==> src/rtl/complement_unit_seq_pkg.sv <==
// Shared constants for the sequential complement unit: mode codes and FSM states.
package complement_pkg;

  localparam logic [1:0] MODE_NOT  = 2'b00;
  localparam logic [1:0] MODE_NEG  = 2'b01;
  localparam logic [1:0] MODE_ABS  = 2'b10;
  localparam logic [1:0] MODE_PASS = 2'b11;

  typedef enum logic [1:0] {
    IDLE = 2'b00,
    BUSY = 2'b01,
    DONE = 2'b10
  } state_e;

endpackage

==> src/rtl/complement_unit_seq_if.sv <==
// Operand/result handshake bundle for the complement unit.
interface complement_unit_seq_if #(parameter int WIDTH = 64);
  logic             in_valid;
  logic             in_ready;
  logic [WIDTH-1:0] a;
  logic [1:0]       mode;
  logic             out_valid;
  logic             out_ready;
  logic [WIDTH-1:0] y;
  logic             zero;
  logic             ovf;

  modport master (
    output in_valid, a, mode, out_ready,
    input  in_ready, out_valid, y, zero, ovf
  );

  modport slave (
    input  in_valid, a, mode, out_ready,
    output in_ready, out_valid, y, zero, ovf
  );
endinterface

==> src/rtl/complement_unit_seq_chunk.sv <==
// One CHUNK-bit slice: optional inversion followed by a carry-in increment.
module complement_chunk #(
  parameter int CHUNK = 16
) (
  input  logic [CHUNK-1:0] x,
  input  logic             inv,
  input  logic             cin,
  output logic [CHUNK-1:0] s,
  output logic             cout
);
  logic [CHUNK-1:0] xi;

  assign xi = inv ? ~x : x;

  // Increment-by-carry; the top bit of the sum becomes the ripple carry.
  always_comb begin
    {cout, s} = {1'b0, xi} + {{CHUNK{1'b0}}, cin};
  end
endmodule

==> src/rtl/complement_unit_seq.sv <==
// Multi-cycle NOT / NEG / ABS / PASS unit, one CHUNK slice per cycle LSB-first.
module complement_unit_seq
  import complement_pkg::*;
#(
  parameter int WIDTH = 64,
  parameter int CHUNK = 16
) (
  input  logic                 clk,
  input  logic                 rst,
  complement_unit_seq_if.slave bus
);
  localparam int NCHUNK = WIDTH / CHUNK;
  localparam int IDXW   = (NCHUNK > 1) ? $clog2(NCHUNK) : 1;
  localparam logic [IDXW-1:0] LAST = IDXW'(NCHUNK - 1);

  state_e state, state_nx;

  logic [NCHUNK-1:0][CHUNK-1:0] a_q, y_q, y_nx;
  logic [1:0]      mode_q;
  logic            inv_q, carry_q;
  logic [IDXW-1:0] idx_q;
  logic            zero_q, ovf_q;

  logic             in_ready_c, out_valid_c;
  logic             accept, last;
  logic             inv_in, cin_in;
  logic [CHUNK-1:0] cs_s;
  logic             cs_cout;
  logic             zero_nx, ovf_nx;

  assign accept = bus.in_valid && in_ready_c;
  assign last   = (idx_q == LAST);

  complement_chunk #(.CHUNK(CHUNK)) u_chunk (
    .x    (a_q[idx_q]),
    .inv  (inv_q),
    .cin  (carry_q),
    .s    (cs_s),
    .cout (cs_cout)
  );

  // Mode decode into inversion and initial carry; ABS keys off the incoming sign.
  always_comb begin
    inv_in = 1'b0;
    cin_in = 1'b0;
    case (bus.mode)
      MODE_NOT: inv_in = 1'b1;
      MODE_NEG: begin inv_in = 1'b1; cin_in = 1'b1; end
      MODE_ABS: begin inv_in = bus.a[WIDTH-1]; cin_in = bus.a[WIDTH-1]; end
      default:  ;
    endcase
  end

  // Result with the current slice merged in, plus flags taken from it on the last slice.
  always_comb begin
    y_nx        = y_q;
    y_nx[idx_q] = cs_s;
    zero_nx     = (y_nx == '0);
    ovf_nx      = ((mode_q == MODE_NEG) || (mode_q == MODE_ABS)) &&
                  a_q[NCHUNK-1][CHUNK-1] && y_nx[NCHUNK-1][CHUNK-1];
  end

  // State register.
  always_ff @(posedge clk or posedge rst) begin
    if (rst) state <= IDLE;
    else     state <= state_nx;
  end

  // Next-state logic.
  always_comb begin
    state_nx = state;
    case (state)
      IDLE:    if (accept) state_nx = BUSY;
      BUSY:    if (last) state_nx = DONE;
      DONE:    if (bus.out_ready) state_nx = IDLE;
      default: state_nx = IDLE;
    endcase
  end

  // Handshake outputs decoded from state.
  always_comb begin
    in_ready_c  = 1'b0;
    out_valid_c = 1'b0;
    case (state)
      IDLE:    in_ready_c  = 1'b1;
      DONE:    out_valid_c = 1'b1;
      default: ;
    endcase
  end

  // Datapath: capture on accept, one slice per BUSY cycle, hold through DONE.
  always_ff @(posedge clk or posedge rst) begin
    if (rst) begin
      a_q     <= '0;
      y_q     <= '0;
      mode_q  <= MODE_NOT;
      inv_q   <= 1'b0;
      carry_q <= 1'b0;
      idx_q   <= '0;
      zero_q  <= 1'b0;
      ovf_q   <= 1'b0;
    end else begin
      case (state)
        IDLE: if (accept) begin
          a_q     <= bus.a;
          mode_q  <= bus.mode;
          inv_q   <= inv_in;
          carry_q <= cin_in;
          idx_q   <= '0;
        end
        BUSY: begin
          y_q     <= y_nx;
          carry_q <= cs_cout;
          idx_q   <= idx_q + IDXW'(1);
          if (last) begin
            zero_q <= zero_nx;
            ovf_q  <= ovf_nx;
          end
        end
        default: ;
      endcase
    end
  end

  assign bus.in_ready  = in_ready_c;
  assign bus.out_valid = out_valid_c;
  assign bus.y         = y_q;
  assign bus.zero      = zero_q;
  assign bus.ovf       = ovf_q;

endmodule
==> src/flat_wrapper.sv <==
// flat-port wrapper written by rule: the top's interface ports become plain ports
module complement_unit_seq_flat import complement_pkg::*;
#(
  parameter int WIDTH = 64,
  parameter int CHUNK = 16
)
  (clk, rst, bus_in_valid, bus_a, bus_mode, bus_out_ready, bus_in_ready, bus_out_valid, bus_y, bus_zero, bus_ovf);
  complement_unit_seq_if #(.WIDTH(WIDTH)) bus_i ();
  input  logic clk;
  input  logic rst;
  input wire logic [$bits(bus_i.in_valid)-1:0] bus_in_valid;
  input wire logic [$bits(bus_i.a)-1:0] bus_a;
  input wire logic [$bits(bus_i.mode)-1:0] bus_mode;
  input wire logic [$bits(bus_i.out_ready)-1:0] bus_out_ready;
  output wire logic [$bits(bus_i.in_ready)-1:0] bus_in_ready;
  output wire logic [$bits(bus_i.out_valid)-1:0] bus_out_valid;
  output wire logic [$bits(bus_i.y)-1:0] bus_y;
  output wire logic [$bits(bus_i.zero)-1:0] bus_zero;
  output wire logic [$bits(bus_i.ovf)-1:0] bus_ovf;
  assign bus_i.in_valid = bus_in_valid;
  assign bus_i.a = bus_a;
  assign bus_i.mode = bus_mode;
  assign bus_i.out_ready = bus_out_ready;
  assign bus_in_ready = bus_i.in_ready;
  assign bus_out_valid = bus_i.out_valid;
  assign bus_y = bus_i.y;
  assign bus_zero = bus_i.zero;
  assign bus_ovf = bus_i.ovf;
  complement_unit_seq #(.WIDTH(WIDTH), .CHUNK(CHUNK)) u_core (.clk(clk), .rst(rst), .bus(bus_i));
endmodule
==> config.mk <==
export PLATFORM = sky130hd
export DESIGN_NAME = complement_unit_seq_flat
export DESIGN_NICKNAME = d
export VERILOG_FILES = /design/src/rtl/complement_unit_seq_pkg.sv /design/src/rtl/complement_unit_seq_if.sv /design/src/rtl/complement_unit_seq_chunk.sv /design/src/rtl/complement_unit_seq.sv /design/src/flat_wrapper.sv
export SDC_FILE = /design/constraint.sdc
export NUM_CORES = 1
export LEC_CHECK = 0
export ABC_AREA = 1
export BUFFER_PORTS_ARGS = -buffer_cell sky130_fd_sc_hd__clkbuf_2
export CORE_UTILIZATION = 60
export DETAILED_ROUTE_END_ITERATION = 8
export GPL_TIMING_DRIVEN = 0
export MAX_ROUTING_LAYER = met4
export PLACE_DENSITY = 0.85
export SYNTH_ARGS = -nofsm -noshare
export SYNTH_HDL_FRONTEND = slang
export SYNTH_HIERARCHICAL = 1
export SYNTH_SLANG_ARGS = --single-unit
==> constraint.sdc <==
create_clock -name clk -period 12.7 [get_ports clk]
set_clock_uncertainty 0.2 [all_clocks]
set_input_delay 0.635 -clock clk [delete_from_list [all_inputs] [get_ports clk]]
set_output_delay 0.635 -clock clk [all_outputs]
set_load 0.005 [all_outputs]
Yosys cells after proc, flatten, opt, wreduce, memory -nomap -nowiden
Index checks and enable logic that the tools add are counted.

Add/sub/neg operators: 2. Multipliers: 0. Equal/unequal tests: 10. Mux-type cells: 18. Reductions and logical operators: 14. Bitwise logic cells: 1. Div/mod/pow operators: 0. $lt $le $gt $ge: 2. Shifts and indexed selects: 0.

Operators by type and width (number): bitwise mux 64 bit (1); logical NOT 64 bit (1); two-way mux 16 bit (3); binary-select mux 16 bit (select 2 bit) (1); demux 16 bit (select 2 bit) (1); adder 16 x 1 -> 17 bit (1); NOT 16 bit (1); equality test 2 bit (second input constant) (4); two-way mux 2 bit (4); equality test 2 x 1 -> 1 bit (second input constant) (3); case mux 1 bit (2 select lines) (3); case mux 2 bit (3 select lines) (1); AND reduction 2 bit (3); logical AND 1 bit (4); logical NOT 2 bit (2); inequality test 2 x 1 -> 1 bit (second input constant) (2); case mux 2 bit (2 select lines) (1); < comparator 2 x 3 -> 1 bit (second input constant) (1); two-way mux 1 bit (3); AND reduction 3 bit (1); adder 2 x 1 -> 2 bit (second input constant) (1); greater-or-equal comparator 2 x 1 -> 1 bit (second input constant) (1); inequality test 2 bit (second input constant) (1); nonzero test 2 bit (1); 2 further kinds (2).

Register bits after elaboration: 138. Output and inout bits: 68. Memories kept: 0. Latch bits: 0. Memory bits (writable): 0. Bits in read-only memories: 0.

Longest topological paths before layout
Gate-level depths: netlist (run 1).

Depth in word-level cells: 7. Mapped depth: 23.

Modules after synthesis
Netlist (run 1), hierarchy kept.

By module, submodules not included: complement_unit_seq (cells each 901, times used 1, seq. area each 3453.3 um^2, area an instance 6747.7 um^2); complement_chunk (cells each 183, times used 1, seq. area each 0.0 um^2, area an instance 855.8 um^2).

Least setup slack after synthesis (run 1)
OpenSTA, ideal clock, no wires.

Path type: reg2reg. From: register u_core.idx_q[0]. To: register u_core.zero_q (netlist: u_core/bus.zero). Stages on the path, launching flop included: 24. Setup time: 0.075 ns. Clock period less this slack: 3.067 ns. Arrival time: 2.792 ns. Slack: 9.633 ns. Data required time: 12.425 ns. Cells stage by stage: dfrtp_1 clkbuf_1 inv_1 clkbuf_1 nor2_1 o22ai_1 xor2_1 ha_1 inv_1 nor2_4 nand2_2 nor2_4 nand2_1 nand2_1 nand2_1 inv_1 nand2_1 o21ai_0 nand2_1 nor2_1 nand2_1 nor2_1 nand2_1 o21bai_2.

Cells in the longest elaborated chain, start to end: 7.

Ends and longest elaborated chain: start, declared (line complement_unit_seq.sv:21) `logic [IDXW-1:0] idx_q;`; start signal, assigned (line complement_unit_seq.sv:114) `idx_q <= idx_q + IDXW'(1);`; binary-select mux 16 bit (select 2 bit) * (line complement_unit_seq.sv:35) `.x (a_q[idx_q]),`; two-way mux 16 bit (not written as such) * (line complement_unit_seq.sv:35); NOT 16 bit (line complement_unit_seq_chunk.sv:13) `assign xi = inv ? ~x : x;`; two-way mux 16 bit * (line complement_unit_seq_chunk.sv:13); adder 16 x 1 -> 17 bit * (line complement_unit_seq_chunk.sv:17) `{cout, s} = {1'b0, xi} + {{CHUNK{1'b0}}, cin};`; via u_core.cs_s[10] (line complement_unit_seq.sv:27) `logic [CHUNK-1:0] cs_s;`; bitwise mux 64 bit * (line complement_unit_seq.sv:57) `y_nx[idx_q] = cs_s;`; logical NOT 64 bit * (line complement_unit_seq.sv:58) `zero_nx = (y_nx == '0);`; end signal, assigned (line complement_unit_seq.sv:116) `zero_q <= zero_nx;`; end, declared (line complement_unit_seq.sv:22) `logic zero_q, ovf_q;`.

The timed path passes the listed nets; every way through them passes the cells marked *. The select of a mux whose other input is x is not followed. A chain may end at the register's enable or synchronous reset.

Worst setup path in the final report (run 1)
Ends and elaborated chain as after synthesis.

==> results.txt, run 1 <==
measured slew at the worst slew-check pin -> 0.624 ns
Initial Util -> 62.5%
busiest grt layer -> met2
first-pass GRT wire length -> 33800 um
post-CTS sizing -> 0
Max H-tree Level -> 4
critical path buffer and inverter count -> 5
DRT iter0 DRCs -> 813
setup TNS -> 0 ns
cell area after layout -> 9060 um2
final hold vios -> 0
CP startpoint kind -> register
CP Capture Point -> u_core/bus.zero$_DFFE_PP0P_
placed wire-length estimate -> 15500 um
reg-to-reg setup timing slack -> 8.64 ns
root buffer cell -> clkbuf_16
Slowest-stage cell, CP -> clkbuf_1
Peak supply drop -> 140 uV
grt total ovfl -> 0
layout cells sized above 1 -> 17.6%
largest net degree at the start of global routing -> 90
Setup crit start -> u_core/idx_q[0]$_DFFE_PP0P_
clock latency on the worst-skew pair -> 0.43 ns
DR vias -> 7503
Syn Area/Cell -> 7.01 um2
initial antenna violation count -> 0
GRT Total Usage -> 35.3%
Data arrival, critical path -> 4.22 ns
sequential share of the synthesized area -> 45.4%
Die Wd -> 115 um
number of global-route vias before repair -> 6906
GR Util met2 -> 54.6%
TritonCTS Buffers -> 17
Worst R2R Path Depth -> 23
# setup viols final -> 0
fill cell count -> 972
clock-pin slew on the worst setup and hold paths -> 0.06 ns
YS warnings -> 6
FF-to-FF End -> u_core/bus.zero$_DFFE_PP0P_
met3 Use GR -> 6.99%
worst hold margin -> 0.0279 ns
die area -> 13100 um2
cell breakdown of the critical path -> clkbuf_1 -> inv_1 -> clkbuf_1 -> nor2_1 -> o22ai_1 -> xor2_1 -> ha_1 -> inv_1 -> nor2_4 -> nand2_2 -> nor2_2 -> nand2_1 -> nand2_1 -> nand2_1 -> inv_1 -> nand2_1 -> o21ai_1 -> nand2_1 -> nor2_1 -> nand2_1 -> nor2_1 -> nand2_1 -> o21bai_2
critical path's most frequent cell -> nand2_1
CP endpoint kind -> register
DR pass1 iterations -> 8
max-cap violations -> 0
clock sinks -> 138
CP Class -> register to register
Mapped Nets -> 1165
post-placement cell area -> 8530 um2
setup bufs post-CTS -> 0
row count -> 40
Final Cycle Share -> 32.0%
Synth cell types -> 28
Synth Instances -> 1084
Synth Cell Area -> 7600 um2
R2R Path Start -> u_core/idx_q[0]$_DFFE_PP0P_
most frequent cells in the layout -> nand2_1, dfrtp_1, clkbuf_2
hold_buf cts -> 0
min cycle time layout -> 4.06 ns
# diodes -> 0
drt wl/cell -> 14.7 um
Nets -> 1322
cell depth of the worst setup path -> 23
worst-case clock buffer depth -> 2
Hold Path Class -> input pin to async pin
RSZ-0062 raised after global routing -> no
GR Util met1 -> 44.0%
Die Ht -> 115 um
io pins -> 138
Via density -> 5.28
WP data required -> 12.86 ns
Post-route DRC -> 0
core footprint -> 12200 um2
#FFs+latches synth -> 138
antenna-violating nets left -> 0
slowest stage delay, CP -> 0.47 ns
Tot Pwr -> 2.81 mW
CTS tree -> built
commonest non-fill, non-tap cell in the layout -> nand2_1
pwr/cell area -> 310 nW/um2
IO Port Bufs -> 137
Max Fclk -> 0.246 GHz
Slew Limit Fails -> 0
crit path max fanout -> 10
Worst path top cell family by delay -> simple AND/OR/NAND/NOR gates
leak pwr -> 4.92 nW
status -> finished clean
final WL -> 20900 um
gpl congestion -> 0.916
Slew headroom -> 58.4%
Syn-to-layout area delta -> 19.2%
==> cell families after synthesis <==
group	share of synthesized area [%]
fa+ha+maj	1.81
flops	45.4
compound gates	11.3
simple gates	31.7
buf+inv	8.54
xor+xnor	1.27
==> synth_stat cells <==
cell type  number  area [um2]
a31oi_1         3        18.8
o21ai_2         1        8.76
nor2_2          7        43.8
o21ai_1        32         160
dfrtp_1       138        3450
o21bai_2        1        11.3
inv_4           1        6.26
clkbuf_1       20        75.1
a21oi_1         2        10.0
nand2_1       504        1890
ha_1           11         138
inv_1          87         327
o21ai_0       105         526
buf_6           9         101
nand4_1         3        18.8
o22ai_1        16         100
nor2_4          4        45.0
nor2_1         77         289
nand2_2         8        50.1
buf_1           5        18.8
buf_4           6        45.0
xor2_1         11        96.3
o31ai_1         1        7.51
inv_2           3        11.3
o211ai_1        1        7.51
buf_2          13        65.1
a22o_1          1        8.76
nand3_1        14        70.1
==> how the worst min path moves through the flow <==
stage                               start                            to  cells after the start
2_1_floorplan  u_core/a_q[32]$_DFFE_PP0P_    u_core/a_q[32]$_DFFE_PP0P_                      2
3_3_place_gp   u_core/a_q[23]$_DFFE_PP0P_    u_core/a_q[23]$_DFFE_PP0P_                      2
3_5_place_dp   u_core/a_q[19]$_DFFE_PP0P_    u_core/a_q[19]$_DFFE_PP0P_                      2
4_1_cts                               rst  u_core/bus.y[56]$_DFFE_PP0N_                      2
5_1_grt                               rst  u_core/bus.y[56]$_DFFE_PP0N_                      2
6_report                              rst  u_core/bus.y[56]$_DFFE_PP0N_                      2
==> report_power, final <==
part           internal, mW  switching [mW]  leakage (nW)
registers             0.652           0.148          1.72
logic                 0.510            1.06          2.94
clock network         0.266           0.178         0.261
total                  1.43            1.38          4.92
==> final cells by class <==
cell class / instances / area [um2] / area share, %
clock buffers: 23 / 488 / 5.38
well taps: 168 / 210 / 2.32
multi-input cells: 802 / 3500 / 38.6
flip-flops and latches: 138 / 3450 / 38.1
repair buffers: 138 / 713 / 7.87
inverters: 91 / 349 / 3.85
plain buffers: 53 / 305 / 3.37
clock inverters: 7 / 43.8 / 0.483
==> worst reg2reg max path, stage by stage (launching register included) <==
cell and delay, ns:
dfrtp_1 0.41, clkbuf_1 0.20, inv_1 0.17, clkbuf_1 0.47, nor2_1 0.08, o22ai_1 0.21, xor2_1 0.30, ha_1 0.29
inv_1 0.09, nor2_4 0.14, nand2_2 0.10, nor2_2 0.17, nand2_1 0.07, nand2_1 0.05, nand2_1 0.05, inv_1 0.17
nand2_1 0.09, o21ai_1 0.14, nand2_1 0.10, nor2_1 0.11, nand2_1 0.08, nor2_1 0.11, nand2_1 0.08, o21bai_2 0.12
==> through the flow <==
| stage | setup slack, ns | util, % | std cells |
|---|---|---|---|
| after global routing | 8.33 | 74.5 | 1420 |
| after floorplan | 8.17 | - | 1084 |
| after CTS | 8.79 | 74.5 | 1420 |
| final | 8.64 | 74.5 | 1420 |
| after global placement | 6.73 | 69.9 | 1389 |
| after detailed placement | 8.79 | 70.2 | 1390 |
==> metal layers <==
| layer | up-vias | wire length, um |
|---|---|---|
| met3 | 79 | 1850 |
| met1 | 3304 | 8640 |
| met4 | 0 | 988 |
| met5 | - | 0 |
| li1 | 3680 | - |
| met2 | 440 | 9410 |
==> registers in the layout (all words and copies together) (netlist names) <==
register / flops
u_core/carry_q: 1
u_core/idx_q: 2
u_core/inv_q: 1
u_core/bus.ovf: 1
u_core/mode_q: 2
u_core/bus.y: 64
u_core/bus.zero: 1
u_core/a_q: 64
u_core/state: 2
(Power assumes the default switching activity.)
==> run 2, diff against run 1 <==
--- a/config.mk
+++ b/config.mk
@@ -7,11 +7,11 @@
 export LEC_CHECK = 0
 export ABC_AREA = 1
 export BUFFER_PORTS_ARGS = -buffer_cell sky130_fd_sc_hd__clkbuf_2
-export CORE_UTILIZATION = 60
+export CORE_UTILIZATION = 56
 export DETAILED_ROUTE_END_ITERATION = 8
 export GPL_TIMING_DRIVEN = 0
 export MAX_ROUTING_LAYER = met4
-export PLACE_DENSITY = 0.85
+export PLACE_DENSITY = 0.8
 export SYNTH_ARGS = -nofsm -noshare
 export SYNTH_HDL_FRONTEND = slang
 export SYNTH_HIERARCHICAL = 1
==> constraint.sdc (replaced) <==
create_clock -name clk -period 3.81 [get_ports clk]
set_clock_uncertainty 0.2 [all_clocks]
set_input_delay 0.1905 -clock clk [delete_from_list [all_inputs] [get_ports clk]]
set_output_delay 0.1905 -clock clk [all_outputs]
set_load 0.005 [all_outputs]
==> results.txt, run 2 (synthesis results as in run 1) <==
Post-route DRC -> 0
CTS tree -> built
DR vias -> 8125
Worst Min Path Start -> bus_in_valid
pwr/cell area -> 987 nW/um2
largest net degree at the start of global routing -> 44
end of the worst hold path -> u_core/idx_q[0]$_DFFE_PP0P_
gpl congestion -> 0.922
max-cap violations -> 0
Nets -> 1392
most frequent cells in the layout -> nand2_1, clkbuf_2, dfrtp_1
Slew headroom -> 57.0%
Final Cycle Share -> 93.2%
final WL -> 24100 um
status -> finished clean
crit path max fanout -> 11
GRT Total Usage -> 37.3%
R2R Path Start -> u_core/idx_q[0]$_DFFE_PP0P_
grt total ovfl -> 0
root buffer cell -> clkbuf_16
Data arrival, critical path -> 3.71 ns
number of global-route vias before repair -> 7915
DP Cell Count -> 1400
# setup viols final -> 0
Via density -> 5.41
FF-to-FF End -> u_core/bus.zero$_DFFE_PP0P_
Die Wd -> 119 um
min cycle time layout -> 3.55 ns
clock-pin slew on the worst setup and hold paths -> 0.06 ns
CP Class -> register to register
worst-case clock buffer depth -> 2
TritonCTS Buffers -> 17
clock latency on the worst-skew pair -> 0.43 ns
drt wl/cell -> 16.0 um
final hold vios -> 0
core footprint -> 13200 um2
Worst R2R Path Depth -> 22
CP endpoint kind -> register
final cell count without fillers -> 1501
commonest non-fill, non-tap cell in the layout -> nand2_1
DR pass1 iterations -> 8
Tot Pwr -> 9.74 mW
Core Util, Final -> 74.5%
reg-to-reg setup timing slack -> 0.26 ns
first-pass GRT wire length -> 39000 um
row count -> 42
Max H-tree Level -> 4
hold path cells -> 6
DRT iter0 DRCs -> 724
layout cells sized above 1 -> 17.6%
Initial Util -> 57.4%
Max Fclk -> 0.282 GHz
Slew Limit Fails -> 0
io pins -> 138
Syn-to-layout area delta -> 29.8%
Peak supply drop -> 433 uV
measured slew at the worst slew-check pin -> 0.643 ns
Die Ht -> 119 um
Setup crit start -> u_core/idx_q[0]$_DFFE_PP0P_
initial antenna violation count -> 1
leak pwr -> 5.26 nW
Hold Path Class -> input pin to register
IO Port Bufs -> 137
RSZ-0062 raised after global routing -> no
antenna-violating nets left -> 0
placed wire-length estimate -> 16100 um
CP startpoint kind -> register
die area -> 14000 um2
WP data required -> 3.97 ns
clock sinks -> 138
[run 2: timing repair]
item,4_1_cts,5_1_grt
setup endpoints to repair,1,1
gates resized for setup,2,15
pin swaps,0,1
hold buffers,68,0
setup buffers,0,1
endpoints found under the hold margin,96,0
[run 2: worst max path at each step]
stage / cells past startpoint / slack [ns] / endpoint
global placement: 23 / -0.06 / u_core/bus.zero$_DFFE_PP0P_
finish: 22 / 0.26 / u_core/bus.zero$_DFFE_PP0P_
global route: 22 / 0.002 / u_core/bus.zero$_DFFE_PP0P_
CTS: 23 / 0.04 / u_core/bus.zero$_DFFE_PP0P_
detailed placement: 23 / -0.1 / u_core/bus.zero$_DFFE_PP0P_
floorplan: 23 / 0.74 / u_core/bus.zero$_DFFE_PP0P_
[run 2: worst max-delay path, stage by stage (launching register included)]
cell	delay [ns]
dfrtp_2	0.47
inv_1	0.16
buf_4	0.22
nor2_1	0.06
o22ai_1	0.18
xor2_1	0.27
ha_2	0.28
inv_1	0.07
nor2_4	0.13
nand2_2	0.09
nor2_4	0.15
nand2_1	0.06
nand2_1	0.05
nand2_1	0.09
inv_1	0.15
nand2_1	0.10
nand2_1	0.11
nand2_1	0.05
nor2_1	0.12
nand2_1	0.08
nor2_1	0.17
nand3_1	0.11
o21bai_2	0.11
[run 2: layer usage]
metal  wire, um  up-vias  global-route usage, %
met3       2080      120                   8.59
li1           -     3827                      -
met4       1360        0                   21.6
met5          0        -                      -
met2      11400      497                   58.8
met1       9220     3681                   43.9
[run 2: cell type report]
cell class | count | area, um2
inverters | 91 | 348
clock buffers | 25 | 485
plain buffers | 52 | 310
multi-input cells | 802 | 3520
fillers | 1003 | 3380
well taps | 176 | 220
clock inverters | 7 | 90.1
repair buffers | 209 | 1430
flip-flops and latches | 138 | 3450
diodes | 1 | 2.50
[run 2: power by group]
| group | internal (mW) | switching, mW | total [mW] | leakage (nW) |
|---|---|---|---|---|
| Combinational | 1.79 | 3.63 | 5.42 | 3.26 |
| Sequential | 2.18 | 0.509 | 2.68 | 1.72 |
| Clock | 1.01 | 0.619 | 1.63 | 0.277 |
| Total | 4.98 | 4.76 | 9.74 | 5.26 |
[run 2: stage by stage]
step                      TNS, ns  area, um2  hold WS [ns]  worst slack [ns]
after global placement    -0.0557       8510         0.187           -0.0557
final                           0       9870        0.0960             0.259
after CTS                       0       9830        0.0717            0.0398
after detailed placement  -0.0979       8570        0.0922           -0.0979
after floorplan                 0       7610        0.0855             0.743
after global routing            0       9870         0.161           0.00202
==> run 3, diff against run 2 <==
--- a/config.mk
+++ b/config.mk
@@ -7,11 +7,10 @@
 export LEC_CHECK = 0
 export ABC_AREA = 1
 export BUFFER_PORTS_ARGS = -buffer_cell sky130_fd_sc_hd__clkbuf_2
-export CORE_UTILIZATION = 56
+export CORE_UTILIZATION = 55
 export DETAILED_ROUTE_END_ITERATION = 8
 export GPL_TIMING_DRIVEN = 0
-export MAX_ROUTING_LAYER = met4
-export PLACE_DENSITY = 0.8
+export PLACE_DENSITY = 0.79
 export SYNTH_ARGS = -nofsm -noshare
 export SYNTH_HDL_FRONTEND = slang
 export SYNTH_HIERARCHICAL = 1
==> constraint.sdc (replaced) <==
create_clock -name clk -period 4.2 [get_ports clk]
set_clock_uncertainty 0.2 [all_clocks]
set_input_delay 0.21 -clock clk [delete_from_list [all_inputs] [get_ports clk]]
set_output_delay 0.21 -clock clk [all_outputs]
set_load 0.005 [all_outputs]
==> results.txt, run 3 (synthesis results as in run 1) <==
Final Cycle Share -> 94.5%
Nets -> 1390
Die Wd -> 120 um
Syn-to-layout area delta -> 29.9%
DP Cell Count -> 1398
WP data required -> 4.35 ns
DR pass1 iterations -> 7
# setup viols final -> 0
drt wl/cell -> 16.2 um
commonest non-fill, non-tap cell in the layout -> nand2_1
most frequent cells in the layout -> nand2_1, clkbuf_2, dfrtp_1
antenna-violating nets left -> 0
CP Class -> register to register
measured slew at the worst slew-check pin -> 0.668 ns
io pins -> 138
core footprint -> 13300 um2
initial antenna violation count -> 1
row count -> 42
Slew Limit Fails -> 0
setup bufs post-CTS -> 0
clock sinks -> 138
clock-pin slew on the worst setup and hold paths -> 0.06 ns
Post-route DRC -> 0
GRT Total Usage -> 36.0%
die area -> 14300 um2
Initial Util -> 57.0%
DR vias -> 8165
placed wire-length estimate -> 15900 um
status -> finished clean
leak pwr -> 5.27 nW
Hold Path Class -> input pin to register
TritonCTS Buffers -> 17
max-cap violations -> 0
Peak supply drop -> 426 uV
CTS tree -> built
CP startpoint kind -> register
root buffer cell -> clkbuf_16
clock latency on the worst-skew pair -> 0.43 ns
grt total ovfl -> 0
Data arrival, critical path -> 4.12 ns
layout cells sized above 1 -> 17.0%
Max H-tree Level -> 4
Final WS setup -> 0.230 ns
min cycle time layout -> 3.97 ns
gpl congestion -> 0.946
DRT iter0 DRCs -> 832
Core Util, Final -> 74.0%
largest net degree at the start of global routing -> 74
RSZ-0062 raised after global routing -> no
final cell count without fillers -> 1498
final WL -> 24200 um
Die Ht -> 120 um
first-pass GRT wire length -> 39400 um
final hold vios -> 0
CP endpoint kind -> register
Via density -> 5.45
Slew headroom -> 55.5%
pre-CTS setup slack -> 0.319 ns
Max Fclk -> 0.252 GHz
IO Port Bufs -> 137
pwr/cell area -> 908 nW/um2
crit path max fanout -> 10
worst-case clock buffer depth -> 2
number of global-route vias before repair -> 7915
## run 3: cell types whose count changed in the layout (fill, tap and decap cells not counted), moves of 2 or more
cell and change:
o22ai_1 +3, clkbuf_2 -2, clkinvlp_4 -2, bufinv_16 +3, o22ai_2 -3, buf_4 -2
clkinv_4 +3, buf_12 -3
## run 3: per-stage QoR
stage               area [um2]  hold WS (ns)  power (mW)  setup TNS [ns]
floorplan                 7600         0.105        5.54               0
global placement          8510         0.205        6.92         -186.71
detailed placement        8540         0.152        7.04               0
CTS                       9870        0.0778        8.81               0
global route              9880         0.143        9.66               0
finish                    9880        0.0984        8.97               0
## run 3: path summary, 6_finish.rpt
path	startpoint	endpoint	slack, ns	cells past startpoint
hold / removal	bus_in_valid	u_core/idx_q[0]$_DFFE_PP0P_	0.1	6
setup reg to reg	u_core/idx_q[0]$_DFFE_PP0P_	u_core/bus.zero$_DFFE_PP0P_	0.23	23
min in group asynchronous	rst	u_core/bus.y[59]$_DFFE_PP0N_	0.24	3
setup / recovery	u_core/idx_q[0]$_DFFE_PP0P_	u_core/bus.zero$_DFFE_PP0P_	0.23	23
max in group asynchronous	rst	u_core/a_q[14]$_DFFE_PP0P_	2.78	4
hold reg to reg	u_core/a_q[33]$_DFFE_PP0P_	u_core/a_q[33]$_DFFE_PP0P_	0.28	2
## run 3: final cells by class
cell class,count,area [um2]
Tap cell,176,220
Multi-Input combinational cell,802,3500
Sequential cell,138,3450
Clock inverter,11,194
Fill cell,1035,3470
Timing Repair Buffer,206,1390
Clock buffer,20,457
Inverter,91,349
Buffer,53,308
Antenna cell,1,2.50
## run 3: where the power goes
part / total [mW] / leakage (nW) / switching (mW) / internal, mW
Combinational: 4.86 / 3.23 / 3.27 / 1.58
Clock: 1.66 / 0.316 / 0.581 / 1.08
Sequential: 2.45 / 1.72 / 0.475 / 1.97
## run 3: worst max-delay path: stages (launching register included)
cell	delay [ns]
dfrtp_1	0.42
clkbuf_1	0.20
inv_1	0.16
clkbuf_2	0.28
nor2_1	0.09
o22ai_1	0.19
xor2_1	0.28
ha_1	0.28
inv_1	0.09
nor2_4	0.13
nand2_2	0.10
nor2_4	0.16
nand2_1	0.06
nand2_1	0.05
nand2_1	0.09
inv_1	0.15
nand2_1	0.10
nand2_1	0.09
nand2_1	0.05
nor2_1	0.13
nand2_1	0.08
nor2_1	0.21
nand3_1	0.17
o21bai_2	0.14
## run 3: metal layers
layer | track usage (%) | wire, um | vias up
li1 | - | - | 3819
met1 | 44.1 | 9370 | 3720
met2 | 58.7 | 11300 | 510
met3 | 7.18 | 2130 | 116
met4 | 22.2 | 1350 | 0
met5 | 0 | 0 | -
## run 3: repair_timing
item,CTS,global route
endpoints found under the hold margin,140,0
hold buffers,68,0
endpoints found under the setup margin,0,1
resized for setup,0,4
